### src/rtl/hdu_stall_ctrl_if.sv
// hdu_stall_ctrl_if: bundle between the ID/EX/MEM pipeline controls and the hazard unit.
//   master: the pipeline side. It drives ID sources, EX/MEM producer info and branch resolution,
//           and receives the stall/flush controls and the debug counters.
//   slave : the hazard/stall controller, which is the mirror image of master.
interface hdu_stall_ctrl_if #(
    parameter int unsigned REG_W = 5,
    parameter int unsigned CNT_W = 16
);
    logic             id_valid;
    logic [REG_W-1:0] id_rs;
    logic [REG_W-1:0] id_rt;
    logic             id_use_rs;
    logic             id_use_rt;
    logic [REG_W-1:0] ex_rd;
    logic             ex_regwriteen;
    logic             ex_memtoreg;
    logic [REG_W-1:0] mem_rd;
    logic             mem_regwriteen;
    logic             ex_branch_taken;
    logic             pc_we;
    logic             ifid_we;
    logic             ifid_flush;
    logic             idex_flush;
    logic             hazard;
    logic [CNT_W-1:0] stall_cycles;
    logic             stall_timeout;

    modport master (
        output id_valid, id_rs, id_rt, id_use_rs, id_use_rt,
        output ex_rd, ex_regwriteen, ex_memtoreg, mem_rd, mem_regwriteen, ex_branch_taken,
        input  pc_we, ifid_we, ifid_flush, idex_flush, hazard, stall_cycles, stall_timeout
    );

    modport slave (
        input  id_valid, id_rs, id_rt, id_use_rs, id_use_rt,
        input  ex_rd, ex_regwriteen, ex_memtoreg, mem_rd, mem_regwriteen, ex_branch_taken,
        output pc_we, ifid_we, ifid_flush, idex_flush, hazard, stall_cycles, stall_timeout
    );
endinterface

### src/rtl/hdu_stall_ctrl.sv
// hdu_stall_ctrl: RAW hazard detection and stall/flush control for the 5-stage MIPS pipeline.
//   clk   : clock
//   reset : synchronous, active-high
//   bus   : hdu_stall_ctrl_if.slave carrying the following signals.
//     in  : id_valid, id_rs/rt, id_use_rs/rt, ex_rd, ex_regwriteen, ex_memtoreg, mem_rd,
//           mem_regwriteen, ex_branch_taken
//     out : pc_we, ifid_we, ifid_flush, idex_flush, hazard (combinational),
//           stall_cycles (saturating), stall_timeout (sticky), both registered
module hdu_stall_ctrl #(
    parameter int unsigned REG_W     = 5,
    parameter int unsigned LOAD_LAT  = 1,
    parameter bit          FWD_EN    = 1'b1,
    parameter int unsigned CNT_W     = 16,
    parameter int unsigned MAX_STALL = 8
) (
    input logic             clk,
    input logic             reset,
    hdu_stall_ctrl_if.slave bus
);
    // The tracker holds loads that have left EX but whose data are not yet forwardable.
    // It is kept at size 1 (tied off) when LOAD_LAT=1 so the declarations stay legal.
    localparam int          TRK_N  = (LOAD_LAT > 1) ? int'(LOAD_LAT) - 1 : 1;
    localparam int unsigned CONS_W = $clog2(MAX_STALL + 1);

    logic [TRK_N-1:0]            trk_vld_q;
    logic [TRK_N-1:0][REG_W-1:0] trk_rd_q;

    logic             rs_live, rt_live;
    logic             ex_hit, mem_hit, trk_hit;
    logic             raw_hazard;
    logic             hazard;
    logic [CNT_W-1:0] cnt_q, cnt_d;
    logic [CONS_W-1:0] consec_q, consec_d, consec_inc;
    logic             timeout_q, timeout_d;

    // A source is "live" only if ID holds a real instruction that reads it and it is not r0.
    assign rs_live = bus.id_valid && bus.id_use_rs && (bus.id_rs != '0);
    assign rt_live = bus.id_valid && bus.id_use_rt && (bus.id_rt != '0);

    assign ex_hit  = (rs_live && (bus.id_rs == bus.ex_rd)) || (rt_live && (bus.id_rt == bus.ex_rd));
    assign mem_hit = (rs_live && (bus.id_rs == bus.mem_rd)) ||
                     (rt_live && (bus.id_rt == bus.mem_rd));

    always_comb begin
        trk_hit = 1'b0;
        for (int i = 0; i < TRK_N; i++) begin
            if (trk_vld_q[i] &&
                ((rs_live && (bus.id_rs == trk_rd_q[i])) ||
                 (rt_live && (bus.id_rt == trk_rd_q[i])))) begin
                trk_hit = 1'b1;
            end
        end
    end

    always_comb begin
        raw_hazard = (bus.ex_regwriteen && bus.ex_memtoreg && ex_hit) || trk_hit;
        // Without EX/MEM forwarding every in-flight writer must drain to WB first.
        if (!FWD_EN) begin
            raw_hazard = raw_hazard || (bus.ex_regwriteen && ex_hit) ||
                         (bus.mem_regwriteen && mem_hit);
        end
    end

    if (LOAD_LAT > 1) begin : g_trk
        // Shifts every cycle, stalls and flushes included: a load already past EX keeps moving
        // even when the front of the pipe is squashed.
        always_ff @(posedge clk) begin
            if (reset) begin
                trk_vld_q <= '0;
                trk_rd_q  <= '0;
            end else begin
                trk_vld_q[0] <= bus.ex_regwriteen && bus.ex_memtoreg && (bus.ex_rd != '0);
                trk_rd_q[0]  <= bus.ex_rd;
                for (int i = 1; i < TRK_N; i++) begin
                    trk_vld_q[i] <= trk_vld_q[i-1];
                    trk_rd_q[i]  <= trk_rd_q[i-1];
                end
            end
        end
    end else begin : g_no_trk
        assign trk_vld_q = '0;
        assign trk_rd_q  = '0;
    end

    // Priority: reset, then taken branch (squashes ID, so its hazard is moot), then stall.
    always_comb begin
        hazard         = 1'b0;
        bus.pc_we      = 1'b1;
        bus.ifid_we    = 1'b1;
        bus.ifid_flush = 1'b0;
        bus.idex_flush = 1'b0;
        if (reset) begin
            bus.pc_we      = 1'b0;
            bus.ifid_we    = 1'b0;
            bus.ifid_flush = 1'b1;
            bus.idex_flush = 1'b1;
        end else if (bus.ex_branch_taken) begin
            bus.ifid_flush = 1'b1;
            bus.idex_flush = 1'b1;
        end else if (raw_hazard) begin
            hazard         = 1'b1;
            bus.pc_we      = 1'b0;
            bus.ifid_we    = 1'b0;
            bus.idex_flush = 1'b1;
        end
    end

    assign bus.hazard = hazard;

    // Debug counters.
    always_comb begin
        cnt_d      = cnt_q;
        consec_d   = '0;
        timeout_d  = timeout_q;
        consec_inc = (consec_q == CONS_W'(MAX_STALL)) ? consec_q : consec_q + 1'b1;
        if (hazard) begin
            if (cnt_q != '1) begin
                cnt_d = cnt_q + 1'b1;
            end
            consec_d = consec_inc;
            if (consec_inc == CONS_W'(MAX_STALL)) begin
                timeout_d = 1'b1;
            end
        end
    end

    always_ff @(posedge clk) begin
        if (reset) begin
            cnt_q     <= '0;
            consec_q  <= '0;
            timeout_q <= 1'b0;
        end else begin
            cnt_q     <= cnt_d;
            consec_q  <= consec_d;
            timeout_q <= timeout_d;
        end
    end

    assign bus.stall_cycles  = cnt_q;
    assign bus.stall_timeout = timeout_q;
endmodule
### src/flat_wrapper.sv
// flat-port wrapper written by rule: the top's interface ports become plain ports
module hdu_stall_ctrl_flat 
#(
    parameter int unsigned REG_W     = 5,
    parameter int unsigned LOAD_LAT  = 1,
    parameter bit          FWD_EN    = 1'b1,
    parameter int unsigned CNT_W     = 16,
    parameter int unsigned MAX_STALL = 8
)
  (clk, reset, bus_id_valid, bus_id_rs, bus_id_rt, bus_id_use_rs, bus_id_use_rt, bus_ex_rd, bus_ex_regwriteen, bus_ex_memtoreg, bus_mem_rd, bus_mem_regwriteen, bus_ex_branch_taken, bus_pc_we, bus_ifid_we, bus_ifid_flush, bus_idex_flush, bus_hazard, bus_stall_cycles, bus_stall_timeout);
  hdu_stall_ctrl_if #(.REG_W(REG_W), .CNT_W(CNT_W)) bus_i ();
  input logic clk;
  input logic reset;
  input wire logic [$bits(bus_i.id_valid)-1:0] bus_id_valid;
  input wire logic [$bits(bus_i.id_rs)-1:0] bus_id_rs;
  input wire logic [$bits(bus_i.id_rt)-1:0] bus_id_rt;
  input wire logic [$bits(bus_i.id_use_rs)-1:0] bus_id_use_rs;
  input wire logic [$bits(bus_i.id_use_rt)-1:0] bus_id_use_rt;
  input wire logic [$bits(bus_i.ex_rd)-1:0] bus_ex_rd;
  input wire logic [$bits(bus_i.ex_regwriteen)-1:0] bus_ex_regwriteen;
  input wire logic [$bits(bus_i.ex_memtoreg)-1:0] bus_ex_memtoreg;
  input wire logic [$bits(bus_i.mem_rd)-1:0] bus_mem_rd;
  input wire logic [$bits(bus_i.mem_regwriteen)-1:0] bus_mem_regwriteen;
  input wire logic [$bits(bus_i.ex_branch_taken)-1:0] bus_ex_branch_taken;
  output wire logic [$bits(bus_i.pc_we)-1:0] bus_pc_we;
  output wire logic [$bits(bus_i.ifid_we)-1:0] bus_ifid_we;
  output wire logic [$bits(bus_i.ifid_flush)-1:0] bus_ifid_flush;
  output wire logic [$bits(bus_i.idex_flush)-1:0] bus_idex_flush;
  output wire logic [$bits(bus_i.hazard)-1:0] bus_hazard;
  output wire logic [$bits(bus_i.stall_cycles)-1:0] bus_stall_cycles;
  output wire logic [$bits(bus_i.stall_timeout)-1:0] bus_stall_timeout;
  assign bus_i.id_valid = bus_id_valid;
  assign bus_i.id_rs = bus_id_rs;
  assign bus_i.id_rt = bus_id_rt;
  assign bus_i.id_use_rs = bus_id_use_rs;
  assign bus_i.id_use_rt = bus_id_use_rt;
  assign bus_i.ex_rd = bus_ex_rd;
  assign bus_i.ex_regwriteen = bus_ex_regwriteen;
  assign bus_i.ex_memtoreg = bus_ex_memtoreg;
  assign bus_i.mem_rd = bus_mem_rd;
  assign bus_i.mem_regwriteen = bus_mem_regwriteen;
  assign bus_i.ex_branch_taken = bus_ex_branch_taken;
  assign bus_pc_we = bus_i.pc_we;
  assign bus_ifid_we = bus_i.ifid_we;
  assign bus_ifid_flush = bus_i.ifid_flush;
  assign bus_idex_flush = bus_i.idex_flush;
  assign bus_hazard = bus_i.hazard;
  assign bus_stall_cycles = bus_i.stall_cycles;
  assign bus_stall_timeout = bus_i.stall_timeout;
  hdu_stall_ctrl #(.REG_W(REG_W), .LOAD_LAT(LOAD_LAT), .FWD_EN(FWD_EN), .CNT_W(CNT_W), .MAX_STALL(MAX_STALL)) u_core (.clk(clk), .reset(reset), .bus(bus_i));
endmodule
### config.mk
export PLATFORM = sky130hd
export DESIGN_NAME = hdu_stall_ctrl_flat
export DESIGN_NICKNAME = d
export VERILOG_FILES = /design/src/rtl/hdu_stall_ctrl_if.sv /design/src/rtl/hdu_stall_ctrl.sv /design/src/flat_wrapper.sv
export SDC_FILE = /design/constraint.sdc
export NUM_CORES = 1
export LEC_CHECK = 0
export BUFFER_PORTS_ARGS = -buffer_cell sky130_fd_sc_hd__buf_4
export CAP_MARGIN = 15
export CORE_ASPECT_RATIO = 1.1
export CORE_MARGIN = 2
export CORE_UTILIZATION = 30
export DETAILED_ROUTE_END_ITERATION = 10
export SETUP_SLACK_MARGIN = 0.1
export SLEW_MARGIN = 20
export SYNTH_ARGS = -nofsm -noshare
export SYNTH_HDL_FRONTEND = slang
export SYNTH_SLANG_ARGS = --single-unit
### constraint.sdc
create_clock -name clk -period 2.9 [get_ports clk]
set_clock_uncertainty 0.15 [all_clocks]
set_input_delay 0.29 -clock clk [delete_from_list [all_inputs] [get_ports clk]]
set_output_delay 0.29 -clock clk [all_outputs]
set_load 0.01 [all_outputs]
==> impl_metrics.tcl, run 1 <==
set metrics [dict create \
    status "complete, no violations" \
    setup_viol 0 \
    syn_inst 158 \
    critPathSlowestCell "or4_4" \
    p_int_mw 0.418 \
    holdPathStages 3 \
    required_ns 2.91 \
    synth_xor_area_share_pct 10.1 \
    placement_rows 25 \
    ant_nets 0 \
    cp_top_family "simple AND/OR/NAND/NOR gates" \
    cp.arrival_ns 2.50 \
    ir_drop_mv 0.136 \
    finalInstanceArea_um2 1720 \
    timing.final.crit_share_pct 85.9 \
    syn_avg_cell_area_um2 8.25 \
    p_sw_mw 0.130 \
    place_area_um2 1680 \
    wirelength_met1_um 1300 \
    cts_buffers 3 \
    worstPathBufferInverterCount 0 \
    hold_end "u_core.consec_q[1]$_SDFF_PP0_" \
    fmax_ghz 0.402 \
    fin_setup_tns_ns 0 \
    start_kind "register" \
    coreArea_um2 4220 \
    rr_endpoint "u_core.bus.stall_cycles[13]$_SDFFE_PP0P_" \
    syn_area_um2 1300 \
    yosys_warnings 0 \
    drt_pass1_iterations 4 \
    fillers 460 \
    antennaDiodeCount 0 \
    io_pins 51 \
    rsz0062_at_grt "no" \
    ys_seq_area_share_pct 32.2 \
    final_nets 235 \
    slew_headroom_pct 62.7 \
    criticalPathCategory "register to register" \
    via_count 1204 \
    final_hold_viol_count 0 \
    worstMarginPinSlew_ns 0.546 \
    synthAdderAreaFrac_pct 2.88 \
    routabilityCongestion 0.732 \
    drive_gt1_share_pct 31.2 \
    static-leakage-power_nw 0.704 \
    dr_wl_met2_um 1410 \
    place_hpwl_um 2230 \
    synth_compound_area_share_pct 12.0 \
    power_frac_seq_pct 52.6 \
    worstHoldStart "bus_ex_branch_taken" \
    sw_frac_of_total_pct 23.7 \
    viasPerCell 4.70 \
    synth-simple-area-share_pct 30.4 \
    ctsRootBufferMaster "clkbuf_8" \
    drc 0 \
    htree_levels 1 \
    wl_per_cell_um 11.2 \
    wl_met3_um 130 \
    syn_nets 190 \
    grt_first_pass_wirelength_um 4970 \
    rr_worst_depth 7 \
    cp_slowest_stage_delay_ns 0.54 \
    cts_tree "built" \
    yosysUniqueCellTypes 42 \
    grt_pass1_vias 1143 \
    wirelength_um 2870 \
    muxShareOfSynthArea_pct 7.97 \
    overflow 0 \
    post_cts_buffers 0 \
    top_layer "met4" \
    total_power_mw 0.548 \
    critPathCaptureType "register" \
    die-area_um2 4890 \
    die_w_um 66.9 \
    insertion_delay_ns 0.26 \
    path_max_fanout 11 \
    synth_top_family_by_area "simple AND/OR/NAND/NOR gates" \
    ys_ff_latch 21 \
    antenna_found_initial 0 \
    r2r-start "u_core.bus.stall_cycles[0]$_SDFFE_PP0P_" \
    clock-sinks 21 \
    worstPathCellList "ha_1 > nand3_1 > or4_4 > o21ai_2 > a21oi_2 > nor2b_1 > mux2_4" \
    clock_tree.buffer_depth 2 \
    gr-usage-all-layers_pct 12.9 \
    hold_buffers 0 \
    power_density_nw_per_um2 318 \
    post-route-min-period_ns 2.49 \
    chipHeight_um 73.1 \
    drt_iter0_drc 87 \
    worst-r2r-setup-slack_ns 0.41 \
    clk_pin_slew_ns 0.08 \
    hold_class "primary input to register" \
    start_util_pct 30.9 \
    slew_viol_final 0 \
    clkPwrFrac_pct 36.0 \
    cts_resized 0 \
    grt_max_degree 29 \
    port_buffers 44 \
    pwr-share-comb_pct 11.4 \
    cap_violations 0 \
    syn2layout_area_growth_pct 32.2 \
]
==> state kept, by name (all words and copies together) (netlist names) <==
name	flops
u_core.bus.stall_cycles	16
u_core.bus.stall_timeout	1
u_core.consec_q	4
==> logic make-up (layout without fill, tap and decap cells) <==
| family | Yosys count | count (layout) |
|---|---|---|
| flip-flops | 21 | 21 |
| buffers and inverters | 12 | 56 |
| adder cells (fa/ha/maj) | 3 | 3 |
| AND/OR/NAND/NOR | 79 | 79 |
| XOR/XNOR | 15 | 15 |
| multiplexers | 9 | 9 |
| AO/OA/AOI/OAI | 19 | 19 |
==> power by group through the flow <==
stage	Sequential, mW	Clock, mW	Combinational, mW
finish	0.288	0.197	0.0623
global route	0.288	0.216	0.0691
CTS	0.288	0.206	0.0631
detailed placement	0.295	0	0.0629
global placement	0.295	0	0.0622
floorplan	0.295	0	0.0279
==> area by class of cell <==
class	instances	area [um^2]	area share, %
inverter	7	26.3	1.52
clock buffer	3	41.3	2.39
multi-input combinational	125	826	47.9
timing repair buffer	45	338	19.6
tap	54	67.6	3.92
clock inverter	1	5.00	0.290
sequential	21	420	24.4
==> routing by layer <==
layer	global-route usage, %	vias up
li1	-	638
met1	16.6	535
met2	21.9	27
met3	2.16	4
met4	4.08	0
met5	0	-
==> cells in the mapped netlist <==
cell type	n	area (um^2)
a2111oi_0	1	8.76
a2111oi_2	1	15.0
a211oi_1	2	15.0
a21bo_1	1	10.0
a21oi_1	5	25.0
a21oi_2	2	17.5
a31o_2	1	8.76
and3_1	1	6.26
and4_1	1	8.76
buf_4	1	7.51
buf_6	1	11.3
clkbuf_1	2	7.51
clkbuf_2	1	5.00
dfxtp_1	21	420
ha_1	3	37.5
inv_1	7	26.3
mux2_1	5	56.3
mux2_2	2	22.5
mux2_4	1	15.0
mux2i_1	1	10.0
nand2_1	16	60.1
nand2b_1	2	12.5
nand3_1	7	35.0
nand3b_1	1	7.51
nand4_1	5	31.3
nand4_2	1	12.5
nor2_1	24	90.1
nor2b_1	8	50.1
nor3_1	6	30.0
nor4_1	2	12.5
nor4b_1	1	8.76
o2111ai_1	1	8.76
o2111ai_2	1	15.0
o21ai_2	1	8.76
o21ba_2	1	10.0
o21bai_1	1	7.51
o22ai_1	1	6.26
or2_2	2	12.5
or4_1	1	7.51
or4_4	1	11.3
xnor2_1	8	70.1
xor2_1	7	61.3
==> cells in the final DEF (no fill, tap or decap), types with 2 or more instances in the layout <==
master	count
nand2b_1	2
a21oi_2	2
xnor2_1	8
clkbuf_8	3
xor2_1	7
a21oi_1	5
nor3_1	6
mux2_1	5
inv_1	7
or2_2	2
nand4_1	5
dfxtp_1	21
nor2b_1	8
buf_4	45
nor4_1	2
ha_1	3
nand2_1	16
mux2_2	2
nor2_1	24
a211oi_1	2
nand3_1	7
==> how the worst max path moves through the flow <==
stage	start	endpoint	depth (start not counted)
after floorplan	u_core.bus.stall_cycles[0]$_SDFFE_PP0P_	u_core.bus.stall_cycles[3]$_SDFFE_PP0P_	8
after global placement	u_core.bus.stall_cycles[0]$_SDFFE_PP0P_	u_core.bus.stall_cycles[8]$_SDFFE_PP0P_	7
after detailed placement	u_core.bus.stall_cycles[0]$_SDFFE_PP0P_	u_core.bus.stall_cycles[8]$_SDFFE_PP0P_	7
after CTS	u_core.bus.stall_cycles[0]$_SDFFE_PP0P_	u_core.bus.stall_cycles[8]$_SDFFE_PP0P_	7
after global routing	u_core.bus.stall_cycles[0]$_SDFFE_PP0P_	u_core.bus.stall_cycles[8]$_SDFFE_PP0P_	7
final	u_core.bus.stall_cycles[0]$_SDFFE_PP0P_	u_core.bus.stall_cycles[13]$_SDFFE_PP0P_	7
==> worst reg2reg max path: stages (launching register included) <==
cell	delay, ns
dfxtp_1	0.42
ha_1	0.22
nand3_1	0.13
or4_4	0.54
o21ai_2	0.26
a21oi_2	0.16
nor2b_1	0.21
mux2_4	0.29
==> through the flow <==
step / hold WS (ns) / instances / worst slack [ns] / util (%)
final: 0.186 / 256 / 0.410 / 40.8
after global routing: 0.198 / 256 / 0.221 / 40.8
after CTS: 0.180 / 256 / 0.378 / 40.8
after detailed placement: 0.313 / 252 / 0.403 / 39.7
after global placement: 0.308 / 252 / 0.404 / 39.7
after floorplan: 0.317 / 158 / 0.545 / -
Note: power is estimated with default switching activity, not from simulation.
==> run 2, diff against run 1 <==
--- a/config.mk
+++ b/config.mk
@@ -7,10 +7,13 @@
 export LEC_CHECK = 0
 export BUFFER_PORTS_ARGS = -buffer_cell sky130_fd_sc_hd__buf_4
 export CAP_MARGIN = 15
+export CELL_PAD_IN_SITES_DETAIL_PLACEMENT = 0
+export CELL_PAD_IN_SITES_GLOBAL_PLACEMENT = 1
 export CORE_ASPECT_RATIO = 1.1
 export CORE_MARGIN = 2
 export CORE_UTILIZATION = 30
 export DETAILED_ROUTE_END_ITERATION = 10
+export PLACE_DENSITY_LB_ADDON = 0.1
 export SETUP_SLACK_MARGIN = 0.1
 export SLEW_MARGIN = 20
 export SYNTH_ARGS = -nofsm -noshare
==> impl_metrics.tcl, run 2 (synthesis gave the netlist of run 1 again) <==
set metrics [dict create \
    htree_levels 1 \
    path_depth 7 \
    static-leakage-power_nw 0.701 \
    fmax_ghz 0.400 \
    status "complete, no violations" \
    start_kind "register" \
    required_ns 2.90 \
    wirelength_um 3030 \
    drive_gt1_share_pct 30.7 \
    grt_max_degree 29 \
    insertion_delay_ns 0.26 \
    fin_hold_ws_ns 0.192 \
    drt_pass1_iterations 4 \
    cts_resized 0 \
    antennaDiodeCount 0 \
    slew_viol_final 0 \
    critPathSlowestCell "or4_4" \
    timing.final.crit_share_pct 86.3 \
    drt_iter0_drc 42 \
    cts_buffers 3 \
    fin_setup_tns_ns 0 \
    worstPathBufferInverterCount 0 \
    die-area_um2 4890 \
    dp_slack_ns 0.382 \
    grt_pass1_vias 1106 \
    final_common_cell "buf_4" \
    mostFrequentLayoutCells "45 x buf_4, 24 x nor2_1, 21 x dfxtp_1" \
    cts_tree "built" \
    largest_reg_flops 16 \
    worstMarginPinSlew_ns 0.636 \
    gr-usage-all-layers_pct 12.8 \
    place_hpwl_um 2430 \
    holdPathStages 3 \
    die_w_um 66.9 \
    timing.final.ws_setup_ns 0.398 \
    cp_slowest_stage_delay_ns 0.54 \
    cp_top_family "simple AND/OR/NAND/NOR gates" \
    clk_pin_slew_ns 0.08 \
    overflow 0 \
    cap_violations 0 \
    post-route-min-period_ns 2.50 \
    routabilityCongestion 0.702 \
    via_count 1218 \
    clock_tree.buffer_depth 2 \
    power_density_nw_per_um2 314 \
    path_max_fanout 11 \
    hold_class "primary input to register" \
    ctsRootBufferMaster "clkbuf_8" \
    worstPathCellList "ha_1 > nand3_1 > or4_4 > o21ai_2 > a21oi_2 > nor2b_1 > mux2_4" \
    io_pins 51 \
    viasPerCell 4.76 \
    rr_worst_depth 7 \
    criticalPathCategory "register to register" \
    antenna_found_initial 0 \
    critPathCaptureType "register" \
    hold_buffers 0 \
    ir_drop_mv 0.130 \
    placement_rows 25 \
    grt_first_pass_wirelength_um 4770 \
    cp.arrival_ns 2.50 \
    final_hold_viol_count 0 \
    rsz0062_at_grt "no" \
    coreArea_um2 4220 \
    chipHeight_um 73.1 \
    clock-sinks 21 \
    ant_nets 0 \
    wl_per_cell_um 11.8 \
    drc 0 \
    syn2layout_area_growth_pct 32.1 \
    setup_viol 0 \
    port_buffers 44 \
    post_cts_buffers 0 \
    slew_headroom_pct 56.5 \
    start_util_pct 30.9 \
    final_nets 235 \
    total_power_mw 0.542 \
    fillers 458 \
]
[run 2: path summary, 6_finish.rpt]
path / from / endpoint / slack [ns]
max: u_core.bus.stall_cycles[0]$_SDFFE_PP0P_ / u_core.bus.stall_cycles[13]$_SDFFE_PP0P_ / 0.40
min reg2reg: u_core.bus.stall_timeout$_SDFFE_PP0P_ / u_core.bus.stall_timeout$_SDFFE_PP0P_ / 0.32
min: bus_ex_branch_taken / u_core.consec_q[1]$_SDFF_PP0_ / 0.19
max reg2reg: u_core.bus.stall_cycles[0]$_SDFFE_PP0P_ / u_core.bus.stall_cycles[13]$_SDFFE_PP0P_ / 0.40
[run 2: metrics by stage]
step           utilization, %  area (um^2)  std cells
6_report                 40.8         1720        256
5_1_grt                  40.8         1720        256
4_1_cts                  40.8         1720        256
3_5_place_dp             39.7         1680        252
3_3_place_gp             39.7         1680        252
2_1_floorplan               -         1300        158
[run 2: cell type report]
class / count / area [um^2] / share of cell area [%]
timing repair buffer: 45 / 338 / 19.6
sequential: 21 / 420 / 24.4
clock buffer: 4 / 45.0 / 2.61
multi-input combinational: 125 / 826 / 47.9
inverter: 7 / 26.3 / 1.53
tap: 54 / 67.6 / 3.92
[run 2: routing by layer]
| metal | vias to the layer above | track usage (%) | share of wire [%] |
|---|---|---|---|
| li1 | 633 | - | - |
| met1 | 546 | 14.8 | 42 |
| met2 | 37 | 22.9 | 51 |
| met3 | 2 | 1.85 | 5.6 |
| met4 | 0 | 6.12 | 1.3 |
| met5 | - | 0 | 0 |
[run 2: tightest hold or removal path: cells and delay by family]
kind	cells	cell delay (ns)
buffers and inverters	1	0.09
AND/OR/NAND/NOR	2	0.18
[run 2: report_power, final]
group	internal [mW]	switching (mW)	total, mW
Combinational	0.0341	0.0292	0.0632
Sequential	0.288	0.0000677	0.288
Clock	0.0977	0.0924	0.190
Total	0.420	0.122	0.542
